<file path="src/rtl/axi_mem_arbiter.sv">
// ---------------------------------------------------------------------------
// axi_mem_arbiter
//
// Two-master to one-slave arbiter for the NPC memory port. Master 0 is the
// IFU and can only read. Master 1 is the LSU and can read and write. The
// slave is a single-beat AXI-lite-style memory port with a 32-bit address
// and 64-bit data. Only one transaction is in flight at a time.
//
// Request address, data and strobe are registered on grant. Responses
// (rdata/rresp/rvalid and bresp/bvalid) pass combinationally from the slave
// to the granted master.
//
// Optional feature macro: ARB_RR_EN
//   undefined : reads use fixed priority, LSU read over IFU read.
//   defined   : reads between IFU and LSU are round-robin. An LSU write
//               still has top priority and does not move the pointer.
//
// Ports:
//   clk, rst                       clock, synchronous active-high reset
//   m0_ar* / m0_r*                 IFU read address / read data
//   m1_ar* / m1_r*                 LSU read address / read data
//   m1_aw* / m1_w* / m1_b*         LSU write address / data / response
//   s_ar* / s_r*                   slave read address / read data
//   s_aw* / s_w* / s_b*            slave write address / data / response
// ---------------------------------------------------------------------------
module axi_mem_arbiter (
    input  logic        clk,
    input  logic        rst,
    // IFU read
    input  logic [31:0] m0_araddr,
    input  logic        m0_arvalid,
    output logic        m0_arready,
    output logic [63:0] m0_rdata,
    output logic [1:0]  m0_rresp,
    output logic        m0_rvalid,
    input  logic        m0_rready,
    // LSU read
    input  logic [31:0] m1_araddr,
    input  logic        m1_arvalid,
    output logic        m1_arready,
    output logic [63:0] m1_rdata,
    output logic [1:0]  m1_rresp,
    output logic        m1_rvalid,
    input  logic        m1_rready,
    // LSU write
    input  logic [31:0] m1_awaddr,
    input  logic        m1_awvalid,
    output logic        m1_awready,
    input  logic [63:0] m1_wdata,
    input  logic [7:0]  m1_wstrb,
    input  logic        m1_wvalid,
    output logic        m1_wready,
    output logic [1:0]  m1_bresp,
    output logic        m1_bvalid,
    input  logic        m1_bready,
    // slave
    output logic [31:0] s_araddr,
    output logic        s_arvalid,
    input  logic        s_arready,
    input  logic [63:0] s_rdata,
    input  logic [1:0]  s_rresp,
    input  logic        s_rvalid,
    output logic        s_rready,
    output logic [31:0] s_awaddr,
    output logic        s_awvalid,
    input  logic        s_awready,
    output logic [63:0] s_wdata,
    output logic [7:0]  s_wstrb,
    output logic        s_wvalid,
    input  logic        s_wready,
    input  logic [1:0]  s_bresp,
    input  logic        s_bvalid,
    output logic        s_bready
);

    typedef enum logic [2:0] {
        IDLE  = 3'd0,
        RADDR = 3'd1,
        RDATA = 3'd2,
        WREQ  = 3'd3,
        WRESP = 3'd4
    } state_e;

    state_e      state_q;
    logic        gnt_q;
    logic [31:0] addr_q;
    logic [63:0] wdata_q;
    logic [7:0]  wstrb_q;
    logic        aw_done_q;
    logic        w_done_q;
`ifdef ARB_RR_EN
    logic        rr_ptr_q;
`endif

    // Every output is forced low while reset is asserted, including the
    // cycle in which reset is first seen mid-transaction.
    logic active;
    assign active = !rst;

    logic in_idle, in_raddr, in_rdata, in_wreq, in_wresp;
    assign in_idle  = active && (state_q == IDLE);
    assign in_raddr = active && (state_q == RADDR);
    assign in_rdata = active && (state_q == RDATA);
    assign in_wreq  = active && (state_q == WREQ);
    assign in_wresp = active && (state_q == WRESP);

    // ---------------- arbitration (combinational, IDLE only) --------------
    // A write needs both address and data valid; a half-presented write
    // neither wins nor blocks reads.
    logic wr_req, rd_pick_m1, grant_wr, grant_rd;
    assign wr_req = m1_awvalid && m1_wvalid;
`ifdef ARB_RR_EN
    assign rd_pick_m1 = m1_arvalid && (!m0_arvalid || rr_ptr_q);
`else
    assign rd_pick_m1 = m1_arvalid;
`endif
    assign grant_wr = in_idle && wr_req;
    assign grant_rd = in_idle && !wr_req && (m0_arvalid || m1_arvalid);

    assign m1_awready = grant_wr;
    assign m1_wready  = grant_wr;
    assign m1_arready = grant_rd && rd_pick_m1;
    assign m0_arready = grant_rd && !rd_pick_m1;

    // ---------------- slave request side ----------------------------------
    assign s_araddr  = active ? addr_q  : 32'd0;
    assign s_awaddr  = active ? addr_q  : 32'd0;
    assign s_wdata   = active ? wdata_q : 64'd0;
    assign s_wstrb   = active ? wstrb_q : 8'd0;
    assign s_arvalid = in_raddr;
    assign s_awvalid = in_wreq && !aw_done_q;
    assign s_wvalid  = in_wreq && !w_done_q;

    // ---------------- response passthrough --------------------------------
    logic rd_m0, rd_m1;
    assign rd_m0 = in_rdata && !gnt_q;
    assign rd_m1 = in_rdata &&  gnt_q;

    assign s_rready  = (rd_m0 && m0_rready) || (rd_m1 && m1_rready);
    assign m0_rvalid = rd_m0 && s_rvalid;
    assign m0_rdata  = rd_m0 ? s_rdata : 64'd0;
    assign m0_rresp  = rd_m0 ? s_rresp : 2'd0;
    assign m1_rvalid = rd_m1 && s_rvalid;
    assign m1_rdata  = rd_m1 ? s_rdata : 64'd0;
    assign m1_rresp  = rd_m1 ? s_rresp : 2'd0;

    assign s_bready  = in_wresp && m1_bready;
    assign m1_bvalid = in_wresp && s_bvalid;
    assign m1_bresp  = in_wresp ? s_bresp : 2'd0;

    // Handshakes in the current WREQ cycle count toward completion so a
    // same-cycle aw/w pair moves straight to WRESP.
    logic aw_hs, w_hs;
    assign aw_hs = s_awvalid && s_awready;
    assign w_hs  = s_wvalid  && s_wready;

    // ---------------- state ------------------------------------------------
    always_ff @(posedge clk) begin
        if (rst) begin
            state_q   <= IDLE;
            gnt_q     <= 1'b0;
            addr_q    <= 32'd0;
            wdata_q   <= 64'd0;
            wstrb_q   <= 8'd0;
            aw_done_q <= 1'b0;
            w_done_q  <= 1'b0;
`ifdef ARB_RR_EN
            rr_ptr_q  <= 1'b0;
`endif
        end else begin
            case (state_q)
                IDLE: begin
                    if (grant_wr) begin
                        addr_q    <= m1_awaddr;
                        wdata_q   <= m1_wdata;
                        wstrb_q   <= m1_wstrb;
                        gnt_q     <= 1'b1;
                        aw_done_q <= 1'b0;
                        w_done_q  <= 1'b0;
                        state_q   <= WREQ;
                    end else if (grant_rd) begin
                        addr_q  <= rd_pick_m1 ? m1_araddr : m0_araddr;
                        gnt_q   <= rd_pick_m1;
`ifdef ARB_RR_EN
                        rr_ptr_q <= !rd_pick_m1;
`endif
                        state_q <= RADDR;
                    end
                end
                RADDR: begin
                    if (s_arready) state_q <= RDATA;
                end
                RDATA: begin
                    if (s_rvalid && s_rready) state_q <= IDLE;
                end
                WREQ: begin
                    if (aw_hs) aw_done_q <= 1'b1;
                    if (w_hs)  w_done_q  <= 1'b1;
                    if ((aw_done_q || aw_hs) && (w_done_q || w_hs))
                        state_q <= WRESP;
                end
                WRESP: begin
                    if (s_bvalid && m1_bready) state_q <= IDLE;
                end
                default: state_q <= IDLE;
            endcase
        end
    end

endmodule

</file>
<file path="config.mk">
export PLATFORM = sky130hd
export DESIGN_NAME = axi_mem_arbiter
export DESIGN_NICKNAME = d
export VERILOG_FILES = /design/src/rtl/axi_mem_arbiter.sv
export SDC_FILE = /design/constraint.sdc
export NUM_CORES = 1
export LEC_CHECK = 0
export ABC_AREA = 1
export BUFFER_PORTS_ARGS = -buffer_cell sky130_fd_sc_hd__buf_4
export CAP_MARGIN = 20
export CORE_AREA = 2 2 208 210
export DETAILED_ROUTE_END_ITERATION = 12
export DIE_AREA = 0 0 210 212
export GPL_ROUTABILITY_DRIVEN = 0
export PLACE_DENSITY = 0.48
export RECOVER_POWER = 50
export SYNTH_ARGS = -nofsm -noshare
export SYNTH_HDL_FRONTEND = slang
export SYNTH_SLANG_ARGS = --single-unit
</file>
<file path="constraint.sdc">
create_clock -name clk -period 1.9 [get_ports clk]
set_input_delay 0.095 -clock clk [delete_from_list [all_inputs] [get_ports clk]]
set_output_delay 0.095 -clock clk [all_outputs]
set_load 0.01 [all_outputs]
</file>
# ---- After elaboration in Yosys (flattened, before gate mapping)
# Index checks and enable logic that the tools add are counted.
# Widths: inputs -> output; s select.
dict set report op_classes {
  add_sub_neg 0
  multipliers 0
  div 0
  n_lt_le_gt_ge 0
  eq_ne 12
  shift 0
  mux 25
  n_bitwise 0
  n_reduce_logical 44
}
# cell count
set ops {}
lappend ops {{$mux 64} 3}
lappend ops {{$mux 32} 4}
lappend ops {{$logic_and 1x1->1} 26}
lappend ops {{$mux 3} 6}
lappend ops {{$pmux 3 s5} 1}
lappend ops {{$mux 8} 1}
lappend ops {{$ne 2x2->1 const B} 4}
lappend ops {{$eq 3x2->1 const B} 2}
lappend ops {{$logic_not 1->1} 6}
lappend ops {{$mux 2} 3}
lappend ops {{$ne 2x1->1 const B} 3}
lappend ops {{$reduce_and 3->1} 2}
lappend ops {{$mux 1} 5}
lappend ops {{$reduce_and 5->1} 1}
lappend ops {{$logic_or 1x1->1} 4}
lappend ops {{$pmux 1 s2} 2}
lappend ops {{$reduce_and 2->1} 2}
lappend ops {{$reduce_bool 2->1} 2}
lappend ops {{$eq 3x1->1 const B} 1}
lappend ops {{$eq 3x3->1 const B} 1}
lappend ops {{$logic_not 3->1} 1}
lappend ops {{$ne 3x3->1 const B} 1}
dict set report totals {
  ff_bits 110
  latchBits 0
  ramBits 0
  romBits 0
  out_inout_bits 282
  word_cells 88
  n_memories 0
}

# ---- Logic depth before layout (Yosys ltp)
# Gate-level depths: netlist of the first run.
dict set report depth {
  ltp_word 8
  mapped_depth 12
  ltp_nobuf 10
}

# ---- Worst setup path after synthesis of the first run
# OpenSTA, ideal clock, no wires.
dict set report synth_path {
  path_type {reg-to-reg}
  start {register state_q[2]}
  end {register addr_q[10]}
  arrival_ps 1419
  t_required_ps 1771
  slack_ps 352
  path_stages_with_launch 12
  n_path_buf 3
  synth_period_minus_slack_ps 1548
  cell_sequence {dfxtp_1 > buf_6 > nor2_8 > nand2_2 > nor2_4 > inv_2 > nor2_4 > inv_2 > buf_6 > buf_6 > o211ai_2 > o31ai_1}
}
dict set report synth_between {
  elab_cells_between_ends 8
  cone_classes {1 x mux; 7 x reduce/logical}
}
# item line_no
set synth_lines {}
lappend synth_lines {{start, declared} 84} ;# state_e state_q;
lappend synth_lines {{start signal, assigned} 160} ;# state_q <= IDLE;
lappend synth_lines {{start signal, assigned} 180} ;# state_q <= WREQ;
lappend synth_lines {{start signal, assigned} 187} ;# state_q <= RADDR;
lappend synth_lines {{$logic_not 3->1 *} 101} ;# assign in_idle = active && (state_q == IDLE);
lappend synth_lines {{$logic_and 1x1->1 *} 101}
lappend synth_lines {{$logic_and 1x1->1 *} 117} ;# assign grant_wr = in_idle && wr_req;
lappend synth_lines {{net m1_awready} 48} ;# output logic m1_awready,
lappend synth_lines {{$reduce_bool 2->1 (no line)} -}
lappend synth_lines {{$reduce_and 2->1 (no line)} -}
lappend synth_lines {{end signal, assigned} 174} ;# addr_q <= m1_awaddr;
lappend synth_lines {{end signal, assigned} 182} ;# addr_q <= rd_pick_m1 ? m1_araddr : m0_araddr;
lappend synth_lines {{end, declared} 86} ;# logic [31:0] addr_q;
# The timed path passes the listed nets; every way through them passes the cells marked *.
# A chain may end at the register's enable or synchronous reset.

# ---- Worst setup path after layout of the first run
dict set report layout_path {
  start {register state_q[2]}
  end {output port m1_rdata[5]}
}
dict set report layout_between {
  elab_chain_cells 4
}
# item line_no
set layout_lines {}
lappend layout_lines {{$eq 3x2->1} 103} ;# assign in_rdata = active && (state_q == RDATA);
lappend layout_lines {{$logic_and 1x1->1} 103}
lappend layout_lines {{$logic_and 1x1->1} 137} ;# assign rd_m1 = in_rdata && gnt_q;
lappend layout_lines {{$mux 64} 144} ;# assign m1_rdata = rd_m1 ? s_rdata : 64'd0;
lappend layout_lines {{end, declared} 41} ;# output logic [63:0] m1_rdata,
# No other way between the ends.

==> results of run 1 <==
stage by stage:
stage | hold WS (ps) | cell area [um^2] | cells | worst slack, ps
after global routing | 12.8 | 11100 | 2075 | 8.99
final | 20.8 | 11100 | 2075 | 124
after global placement | 342 | 10800 | 2006 | 127
after CTS | 0.471 | 11700 | 2072 | 21.8
after floorplan | 243 | 6510 | 1011 | 352
after detailed placement | 348 | 10800 | 2006 | 132
state kept, by name (all words and copies together) (netlist names):
register   count
addr_q        32
aw_done_q      1
gnt_q          1
state_q        3
w_done_q       1
wdata_q       64
wstrb_q        8
how the worst min path moves through the flow:
| stage | slack (ps) | to | depth (start not counted) |
|---|---|---|---|
| 2_1_floorplan | 240 | w_done_q$_SDFFE_PP0P_ | 2 |
| 3_3_place_gp | 340 | addr_q[16]$_SDFFE_PP0P_ | 3 |
| 3_5_place_dp | 350 | addr_q[6]$_SDFFE_PP0P_ | 3 |
| 4_1_cts | 0.5 | wdata_q[26]$_SDFFE_PP0P_ | 3 |
| 5_1_grt | 10 | wdata_q[19]$_SDFFE_PP0P_ | 3 |
| 6_report | 20 | wdata_q[4]$_SDFFE_PP0P_ | 3 |
final cells by class:
type / instances / area, um^2 / area share (%)
well taps: 546 / 683 / 6.17
clock inverters: 6 / 92.6 / 0.837
repair buffers: 605 / 4200 / 37.9
clock buffers: 10 / 229 / 2.07
inverters: 189 / 714 / 6.45
flip-flops and latches: 110 / 2200 / 19.9
multi-input cells: 606 / 2940 / 26.5
diodes: 3 / 7.51 / 0.0678
worst register-to-register path, stage by stage, from the launching register on:
cell and delay, ps:
dfxtp_1 400, nor2_8 150, nand2_2 90, nor2_4 120, inv_2 60, nor2_4 130
inv_6 110, buf_4 210, o211ai_1 240, o21ai_1 110
synthesized netlist by cell type:
cell type,number,share of area [%]
nor2_1,241,14
inv_1,186,11
dfxtp_1,110,34
nand2_1,98,5.6
a21oi_1,76,5.8
o21ai_0,72,5.5
clkbuf_1,37,2.1
buf_4,36,4.1
nand3_1,30,2.3
o211ai_2,30,5.8
o31ai_1,22,2.5
buf_2,15,1.2
buf_6,10,1.7
o21ai_1,9,0.69
clkbuf_2,6,0.46
nor3_1,5,0.38
nand3_2,4,0.61
nand4_1,4,0.38
o211ai_1,3,0.35
buf_1,2,0.12
inv_2,2,0.12
nand2_2,2,0.19
nor2_4,2,0.35
o21ai_2,2,0.27
or2_2,2,0.19
clkinv_1,1,0.058
nand3b_1,1,0.12
nor2_8,1,0.31
nor4_1,1,0.096
o21bai_1,1,0.12
where the power goes:
part	switching [mW]	total, mW	leakage [nW]	internal, mW
clock	0.999	2.17	0.155	1.17
combinational	2.25	3.80	4.39	1.55
sequential	0.162	2.93	0.901	2.76
cells by family after synthesis:
family                 count (synthesis)
buffers and inverters                295
AO/OA/AOI/OAI                        215
AND/OR/NAND/NOR                      391
flip-flops                           110
routing by layer:
layer	global-route usage (%)	vias up
met5	0	-
met4	4.60	0
met3	3.25	22
met2	27.0	327
met1	14.6	3730
li1	-	4099
cells in the final DEF (no fill, tap or decap), drive strengths merged:
cell type	instances
a21oi	76
buf	404
bufinv	2
clkbuf	161
clkinv	1
clkinvlp	1
dfxtp	110
diode	3
dlygate4sd3	50
inv	191
nand2	100
nand3	34
nand3b	1
nand4	4
nor2	244
nor3	5
nor4	1
o211ai	33
o21ai	83
o21bai	1
o31ai	22
or2	2
timing repair:
action | 4_1_cts | 5_1_grt
pin swaps | 0 | 0
hold buffers | 50 | 0
gates resized for setup | 2 | 8
hold endpoints to repair | 50 | 0
setup endpoints to repair | 134 | 144
==> summary.md, run 1 <==
| Metric | Value |
|---|---|
| DR WL/cell | 16.0 um |
| Critical path's slowest cell | dfxtp_1 |
| Final setup violation count | 0 |
| Number of remaining DRC errors | 0 |
| Fill cells | 4890 |
| WP buf/inv | 3 |
| Num Clock Sinks | 110 |
| Ys Warns | 0 |
| CP Capture Type | primary output |
| Worst-Skew Late Latency | 360 ps |
| Tcrit/Tclk final | 93.5% |
| Synthesized area per cell | 6.44 um^2 |
| Core footprint | 42500 um^2 |
| Design Power | 8.90 mW |
| Synth unique cells | 30 |
| Setup TNS | 0 ps |
| Die height | 212 um |
| CTS tree | yes |
| Finished Core Util | 26.0% |
| Status | complete, no violations |
| Die ar. | 44500 um^2 |
| 1st-iter DRT viols | 398 |
| CP Data Arrival Time | 1680 ps |
| Compound-Gate Fraction of Synth Area | 21.1% |
| Required time worst endpoint | 1800 ps |
| XOR/XNOR share of the synthesized area | 0% |
| Setup crit end | m1_rdata[5] |
| Initial DRT Pass Iterations | 4 |
| Slew headroom | 44.9% |
| Worst r2r dst | addr_q[5]$_SDFFE_PP0P_ |
| Gr ovfl total | 0 |
| Pin count of the biggest net entering global routing | 84 |
| Setup crit start | state_q[2]$_SDFFE_PP0P_ |
| WL met1 | 12.3 mm |
| Peak supply drop | 0.411 mV |
| Layout Nets | 1771 |
| Row count | 76 |
| GRT Overall Usage | 13.9% |
| Setup crit start kind | flip-flop |
| Root Buffer Master | clkbuf_16 |
| Worst-Margin Slew | 826 ps |
| H-tree levels | 3 |
| Leak | 5.44 nW |
| First-pass GRT wire length | 46.8 mm |
| Initial antenna violation count | 3 |
| Stages on worst setup path | 6 |
| Vias | 8178 |
| Simple-Gate Fraction of Synth Area | 24.5% |
| Power Dens Cells | 804 nW/um^2 |
| Final Hold Viols | 0 |
| Final min period | 1780 ps |
| Critical Path Fanout Max | 67 |
| Drt total wl | 33.2 mm |
| PortBufs | 531 |
| R2R setup slack | 160 ps |
| FF-to-FF Start | state_q[2]$_SDFFE_PP0P_ |
| Hpwl dp | 26.9 mm |
| Crit Path Class | reg -> out |
| Synth Area in Adders | 0% |
| Worst-path clk slew | 90 ps |
| Layout cells sized above 1 | 30.6% |
| Post-Syn Instances | 1011 |
| CTS Buffer Depth | 2 |
| Max_cap viols | 0 |
| WL met2 | 17.9 mm |
| WL met3 | 2.23 mm |
| Setup Buffers After CTS | 0 |
| P&R area growth vs syn | 69.9% |
| RSZ-0062 raised after global routing | no |
| Vias in the first global route | 7895 |
| Largest family of logic cells by synthesized area | simple AND/OR/NAND/NOR gates |
| Synth Register Bits | 110 |
| R2R depth | 9 |
| Slowest cell delay on critical path | 500 ps |
| Max frequency | 563 MHz |
| Worst-path cell chain | nor3_4 > buf_4 > nand2_2 > buf_12 > nor2_1 > buf_4 |
| HP Start | m1_wdata[4] |
| Final slew viol count | 0 |
| Mapped Nets | 1261 |
| Clock buffer count from CTS | 9 |
| Netlist area before placement | 6510 um^2 |
| Top Metal Used | met4 |
| HP Class | in -> reg |
| Most common cell on crit path | buf_4 |
| Top cell family by delay on the critical path | buffers and inverters |
| Multiplexer share of the synthesized area | 0% |
| Die width | 210 um |
| IO Count | 532 |
| Final ANT Viol Nets | 0 |
| Vias per inst | 3.94 |
| Clock skew | 8.84 ps |
| Starting utilization of the core area | 15.3% |
| Seq/Total Area, Yosys | 33.8% |
No activity file was read; power rests on OpenSTA's default activity.
==> run 2: changes to the inputs <==
--- a/config.mk
+++ b/config.mk
@@ -5,14 +5,13 @@
 export SDC_FILE = /design/constraint.sdc
 export NUM_CORES = 1
 export LEC_CHECK = 0
-export ABC_AREA = 1
 export BUFFER_PORTS_ARGS = -buffer_cell sky130_fd_sc_hd__buf_4
 export CAP_MARGIN = 20
-export CORE_AREA = 2 2 208 210
+export CORE_AREA = 2 2 209 211
 export DETAILED_ROUTE_END_ITERATION = 12
-export DIE_AREA = 0 0 210 212
+export DIE_AREA = 0 0 211 213
 export GPL_ROUTABILITY_DRIVEN = 0
-export PLACE_DENSITY = 0.48
+export PLACE_DENSITY = 0.4
 export RECOVER_POWER = 50
 export SYNTH_ARGS = -nofsm -noshare
 export SYNTH_HDL_FRONTEND = slang
==> summary.md, run 2 <==
| Metric | Value |
|---|---|
| Top cell family by delay on the critical path | buffers and inverters |
| Final Hold Viols | 0 (unchanged) |
| Stages on worst setup path | 8 (+2) |
| WP buf/inv | 5 (+2) |
| Critical path's slowest cell | dfxtp_2 |
| Row count | 76 (unchanged) |
| CTS tree | yes |
| FF-to-FF Start | state_q[2]$_SDFFE_PP0P_ |
| Place WS | 140 ps (+8.18 ps) |
| First-pass GRT wire length | 47.8 mm (+2.2%) |
| Post-Syn Instances | 647 (-36%) |
| Synth Register Bits | 110 (unchanged) |
| Slew headroom | 22.4% (-22 points) |
| Num Clock Sinks | 110 (unchanged) |
| WL met3 | 2.63 mm (+18%) |
| Layout cells sized above 1 | 56.5% (+26 points) |
| Max reg flops | 64 (unchanged) |
| Vias in the first global route | 6932 (-12%) |
| Commonest non-fill, non-tap cell in the layout | buf_4 |
| Core footprint | 42700 um^2 (+0.45%) |
| Clock buffer count from CTS | 9 (unchanged) |
| Die height | 213 um (+0.47%) |
| WL met2 | 19.7 mm (+10%) |
| Initial DRT Pass Iterations | 4 (unchanged) |
| Status | complete, but fails checks |
| Clock skew | 8.35 ps (-0.486 ps) |
| Ys Warns | 0 (unchanged) |
| Netlist area before placement | 6370 um^2 (-2.2%) |
| R2R depth | 7 (-2) |
| Seq/Total Area, Yosys | 34.6% (+0.78 points) |
| Most common cell on crit path | buf_6 |
| Setup crit start kind | flip-flop |
| Final ANT Viol Nets | 0 (unchanged) |
| CTS Buffer Depth | 2 (unchanged) |
| Leak | 5.86 nW (+7.6%) |
| GRT Overall Usage | 15.0% (+1.1 points) |
| Number of synthesized flops with an enable pin | 0 (unchanged) |
| Synth unique cells | 32 (+6.7%) |
| Biggest regs | wdata_q (64), addr_q (32), wstrb_q (8) |
| Final slew viol count | 0 (unchanged) |
| Max frequency | 512 MHz (-9.1%) |
| PortBufs | 531 (unchanged) |
| Root Buffer Master | clkbuf_16 |
| Final worst slack | -53.9 ps (-178 ps) |
| Async SR Flop Fraction | 0% (unchanged) |
| Power Dens Cells | 692 nW/um^2 (-14%) |
| Synthesized area per cell | 9.84 um^2 (+53%) |
| Worst-Skew Late Latency | 390 ps (+30 ps) |
| Worst-Margin Slew | 1160 ps (+337 ps) |
| Vias per inst | 3.79 (-3.9%) |
| Top Metal Used | met5 |
| Max_cap viols | 0 (unchanged) |
| Most frequent cells in the layout | buf_4, mux2_2, clkbuf_1, dfxtp_1, nor2b_1 |
| Mapped Nets | 897 (-29%) |
| Most numerous cell in the Yosys netlist | mux2_2 |
| Slowest cell delay on critical path | 340 ps (-160 ps) |
| Top cells by area, synth | dfxtp_1, mux2_2, and2_1 |
| Hpwl dp | 26.3 mm (-2.1%) |
| Synth Flop Type | dfxtp_1 |
| Fill cells | 4589 (-6.2%) |
| R2R setup slack | 60 ps (-100 ps) |
| Worst-path cell chain | buf_6 > nor2b_4 > buf_6 > and3_4 > buf_12 > buf_16 > and2_1 > buf_4 |
| Violated checks | setup timing |
| Final std cells w/o fill | 1814 (-13%) |
| Biggest register | wdata_q |
| Final setup violation count | 71 (+71) |
| Setup TNS | -1840 ps (-1840 ps) |
| HP Class | in -> reg |
| Die width | 211 um (+0.48%) |
| IO Count | 532 (unchanged) |
| Initial antenna violation count | 10 (+7) |
| RSZ-0062 raised after global routing | yes |
| Share of the synthesized area in the top cell type | 34.6% (+0.78 points) |
| Worst-path clk slew | 80 ps (about the same) |
| H-tree levels | 3 (unchanged) |
| Crit Path Class | reg -> out |
| P&R area growth vs syn | 98.8% |
| Gr ovfl total | 0 (unchanged) |
| Synth cell count leaders | mux2_2, and2_1, dfxtp_1 |
| Starting utilization of the core area | 14.9% (-0.41 points) |
| Tcrit/Tclk final | 103% (+9.4 points) |
| Setup crit end | m1_rdata[48] |
| Area leader, netlist | dfxtp_1 |
| Number of remaining DRC errors | 0 (unchanged) |
| Layout Nets | 1505 (-15%) |
| Peak supply drop | 0.499 mV (+21%) |
| Final min period | 1950 ps (+178 ps) |
| 1st-iter DRT viols | 166 (-58%) |
| Critical Path Fanout Max | 10 (-85%) |
| CP Data Arrival Time | 1860 ps (+180 ps) |
| Setup crit start | state_q[2]$_SDFFE_PP0P_ |
| Drt total wl | 36.6 mm (+10%) |
| Vias | 6871 (-16%) |
| DR WL/cell | 20.2 um (+26%) |
| Die ar. | 44900 um^2 (+0.95%) |
| WL met1 | 13.0 mm (+5.6%) |
| Required time worst endpoint | 1800 ps (about the same) |
| CP Capture Type | primary output |
| Placed cells | 1680 (-16%) |
| Worst r2r dst | addr_q[25]$_SDFFE_PP0P_ |
| Pin count of the biggest net entering global routing | 66 (-21%) |
-- run 2: cell types whose count changed after synthesis, moves of 93 or more --
| cell | change |
|---|---|
| inv_1 | -182 |
| mux2_2 | +141 |
| and2_1 | +138 |
| nand2_1 | -93 |
| nor2b_1 | +107 |
| nor2_1 | -235 |
-- run 2: timing repair --
| action | in CTS | in global routing |
|---|---|---|
| pin swaps | 23 | 25 |
| resized for setup | 69 | 82 |
| endpoints found under the setup margin | 140 | 177 |
| setup buffers | 19 | 2 |
| hold buffers | 74 | 0 |
| endpoints found under the hold margin | 74 | 0 |
| cloned | 11 | 8 |
-- run 2: how the worst min path moves through the flow --
stage / depth (start not counted) / endpoint / startpoint / slack (ps)
2_1_floorplan: 1 / wdata_q[20]$_SDFFE_PP0P_ / m1_wdata[20] / 240
3_3_place_gp: 2 / wdata_q[44]$_SDFFE_PP0P_ / m1_wdata[44] / 320
3_5_place_dp: 2 / wdata_q[38]$_SDFFE_PP0P_ / m1_wdata[38] / 330
4_1_cts: 3 / addr_q[16]$_SDFFE_PP0P_ / m1_awaddr[16] / 0.4
5_1_grt: 3 / addr_q[25]$_SDFFE_PP0P_ / m1_awaddr[25] / 30
6_report: 3 / addr_q[26]$_SDFFE_PP0P_ / m1_awaddr[26] / 40
-- run 2: cell families (layout without fill, tap and decap cells) --
kind of cell	Yosys count	in the layout	share of synthesized area (%)
compound gates	13	13	1.49
mux	169	169	29.9
flops	110	110	34.6
other cells	0	8	0
buf+inv	84	697	7.53
simple gates	271	271	26.5
-- run 2: worst register-to-register path: stages, from the launching register on --
cell	delay, ps
dfxtp_2	340
nor4_4	260
buf_4	160
nand3_4	90
buf_12	160
buf_12	150
mux2_1	320
mux2_2	250
-- run 2: layer usage --
| metal | up-vias | track usage (%) |
|---|---|---|
| met5 | - | 0 |
| met4 | 2 | 6.22 |
| met3 | 44 | 4.66 |
| met2 | 320 | 28.7 |
| met1 | 3188 | 15.0 |
| li1 | 3317 | - |
-- run 2: report_power, final --
| part | internal [mW] | switching, mW |
|---|---|---|
| registers | 2.73 | 0.103 |
| clock network | 0.901 | 1.02 |
| logic | 2.30 | 1.71 |
| total | 5.93 | 2.83 |
-- run 2: cell type report --
class / instances / area, um^2 / area share [%]
antenna: 8 / 20.0 / 0.158
clock buffer: 10 / 229 / 1.81
clock inverter: 6 / 43.8 / 0.346
inverter: 4 / 18.8 / 0.148
multi-input combinational: 453 / 3910 / 30.8
sequential: 110 / 2210 / 17.4
tap: 546 / 683 / 5.40
timing repair buffer: 677 / 5560 / 43.9
-- run 2: stage by stage --
stage	power, mW	utilization [%]	hold slack (ps)	area, um^2
finish	8.77	29.7	36.2	12700
detailed placement	6.27	25.6	325	10900
global route	9.31	29.6	25.5	12600
global placement	6.25	25.6	321	10900
CTS	8.88	29.7	0.428	12700
floorplan	4.64	-	239	6370
==> run 3: changes to the inputs <==
--- a/config.mk
+++ b/config.mk
@@ -7,12 +7,13 @@
 export LEC_CHECK = 0
 export BUFFER_PORTS_ARGS = -buffer_cell sky130_fd_sc_hd__buf_4
 export CAP_MARGIN = 20
-export CORE_AREA = 2 2 209 211
+export CORE_AREA = 2 2 205 207
 export DETAILED_ROUTE_END_ITERATION = 12
-export DIE_AREA = 0 0 211 213
+export DIE_AREA = 0 0 207 209
 export GPL_ROUTABILITY_DRIVEN = 0
-export PLACE_DENSITY = 0.4
+export PLACE_DENSITY = 0.43
 export RECOVER_POWER = 50
 export SYNTH_ARGS = -nofsm -noshare
 export SYNTH_HDL_FRONTEND = slang
 export SYNTH_SLANG_ARGS = --single-unit
+export TNS_END_PERCENT = 5
==> constraint.sdc (replaced) <==
create_clock -name clk -period 1.7 [get_ports clk]
set_input_delay 0.085 -clock clk [delete_from_list [all_inputs] [get_ports clk]]
set_output_delay 0.085 -clock clk [all_outputs]
set_load 0.01 [all_outputs]
==> summary.md, run 3 (synthesized netlist as in run 2, its figures left out) <==
| Metric | Value |
|---|---|
| Slew headroom | 37.7% (+15 points) |
| Logic pwr share | 42.2% (-3.6 points) |
| RSZ-0062 raised after global routing | yes |
| Vias in the first global route | 6795 (-2.0%) |
| Vias per inst | 3.74 (-1.2%) |
| Final worst slack | -189 ps (-135 ps) |
| Tcrit/Tclk final | 111% |
| Worst-path clk slew | 80 ps (about the same) |
| Final setup violation count | 205 (+190%) |
| Biggest register | wdata_q |
| Place WS | -88.0 ps (-228 ps) |
| Pin count of the biggest net entering global routing | 75 (+14%) |
| Critical Path Fanout Max | 8 (-2) |
| Sw Share | 30.5% (-1.8 points) |
| CP Capture Type | primary output |
| First-pass GRT wire length | 46.2 mm (-3.5%) |
| Clock buffer count from CTS | 9 (unchanged) |
| Max reg flops | 64 (unchanged) |
| CTS Buffer Depth | 2 (unchanged) |
| Layout Nets | 1471 (-2.3%) |
| Power Dens Cells | 784 nW/um^2 (+13%) |
| Worst-Skew Late Latency | 380 ps (about the same) |
| CTS tree | yes |
| Drt total wl | 32.9 mm (-10%) |
| Worst-Margin Slew | 934 ps (-229 ps) |
| Die width | 207 um (-1.9%) |
| Initial antenna violation count | 8 (-2) |
| Final ANT Viol Nets | 0 (unchanged) |
| HP Start | m1_awaddr[22] |
| Violated checks | setup timing |
| Row count | 75 (-1.3%) |
| Final min period | 1890 ps |
| Max_cap viols | 0 (unchanged) |
| FF-to-FF Start | state_q[2]$_SDFFE_PP0P_ |
| Required time worst endpoint | 1620 ps (-180 ps) |
| Multi-input logic area | 3790 um^2 (-2.9%) |
| Peak supply drop | 0.548 mV (+9.7%) |
| P&R area growth vs syn | 90.6% |
| Status | complete, but fails checks |
| IO Count | 532 (unchanged) |
| Internal | 6.60 mW (+11%) |
| PortBufs | 531 (unchanged) |
| Root Buffer Master | clkbuf_16 |
| Fill cells | 4441 (-3.2%) |
| Setup crit start kind | flip-flop |
| Register area | 2210 um^2 (+0.11%) |
| NetSw | 2.90 mW (+2.4%) |
| Core footprint | 41300 um^2 (-3.3%) |
| Starting utilization of the core area | 15.4% (+0.51 points) |
| DR WL/cell | 18.6 um (-7.9%) |
| Final Hold Viols | 0 (unchanged) |
| Leak | 5.85 nW (-0.19%) |
| Setup crit start | state_q[1]$_SDFFE_PP0P_ |
| CP Data Arrival Time | 1800 ps (-60 ps) |
| Number of remaining DRC errors | 0 (unchanged) |
| Crit Path Class | reg -> out |
| Hpwl dp | 26.0 mm (-0.99%) |
| Clock network power share | 24.4% (+2.5 points) |
| Final slew viol count | 0 (unchanged) |
| Biggest regs | wdata_q (64), addr_q (32), wstrb_q (8) |
| Num Clock Sinks | 110 (unchanged) |
| Die height | 209 um (-1.9%) |
| Max frequency | 529 MHz |
| Design Power | 9.51 mW (+8.5%) |
| Gr ovfl total | 0 (unchanged) |
| H-tree levels | 3 (unchanged) |
| Die ar. | 43300 um^2 (-3.7%) |
| Vias | 6639 (-3.4%) |
| GRT Overall Usage | 14.5% (-0.48 points) |
| Seq pwr share | 33.4% (+1.0 points) |
| Clock skew | 13.6 ps (+5.27 ps) |
| Commonest non-fill, non-tap cell in the layout | buf_4 |
| HP Class | in -> reg |
| 1st-iter DRT viols | 185 (+11%) |
| Initial DRT Pass Iterations | 4 (unchanged) |
| Layout cells sized above 1 | 58.6% (+2.1 points) |
| Most frequent cells in the layout | buf_4, mux2_2, and2_1, dfxtp_1, nor2b_1 |
-- run 3: worst paths after layout --
| check | end | slack [ps] | cells past startpoint |
|---|---|---|---|
| worst max-delay path | m0_rdata[27] | -190 | 8 |
| worst min-delay path | addr_q[22]$_SDFFE_PP0P_ | 30 | 3 |
| worst max register to register | addr_q[30]$_SDFFE_PP0P_ | -180 | 6 |
| worst min register to register | gnt_q$_SDFFE_PP0P_ | 580 | 1 |
-- run 3: per-layer routing --
| layer | routed length (um) | vias to the layer above | global-route usage [%] |
|---|---|---|---|
| met5 | 0 | - | 0 |
| met4 | 1210 | 0 | 5.94 |
| met3 | 2380 | 31 | 4.63 |
| met2 | 17200 | 306 | 26.6 |
| met1 | 12200 | 3052 | 15.3 |
| li1 | - | 3250 | - |
-- run 3: through the flow --
step                utilization, %  TNS (ps)  instances  hold slack [ps]  instance area, um^2
CTS                           29.6    -33510       1762             3.19                12200
global route                  29.4    -41940       1771             12.6                12100
global placement              26.3     -1180       1663              311                10900
finish                        29.4    -23960       1774             32.4                12100
detailed placement            26.3     -3550       1663              315                10900
floorplan                        -      -896        647              229                 6370
-- run 3: cell type report --
cell class,count,area share [%]
repair buffers,643,42.1
multi-input cells,453,31.2
flip-flops and latches,110,18.2
well taps,539,5.56
clock buffers,12,2.11
clock inverters,4,0.433
diodes,9,0.186
inverters,4,0.155
-- run 3: power groups by stage --
stage | clock network [mW] | registers (mW) | logic (mW)
after floorplan | 0 | 3.20 | 1.99
after global placement | 0 | 3.22 | 3.69
after detailed placement | 0 | 3.23 | 3.70
after CTS | 2.47 | 3.17 | 4.09
after global routing | 2.54 | 3.23 | 4.32
final | 2.32 | 3.18 | 4.02
-- run 3: timing repair --
action	in CTS	in global routing
pin swaps	4	3
setup endpoints to repair	210	244
hold buffers	73	0
resized for setup	37	16
setup buffers	6	1
gates cloned	4	2
endpoints found under the hold margin	73	0
-- run 3: worst max-delay path, cell delays in order (launching register included) --
cell       delay, ps
dfxtp_4          360
buf_6            100
nor2b_4          170
nand2_2           80
nor2_4           140
buf_6            170
clkbuf_16        170
and2_1           130
buf_4            110
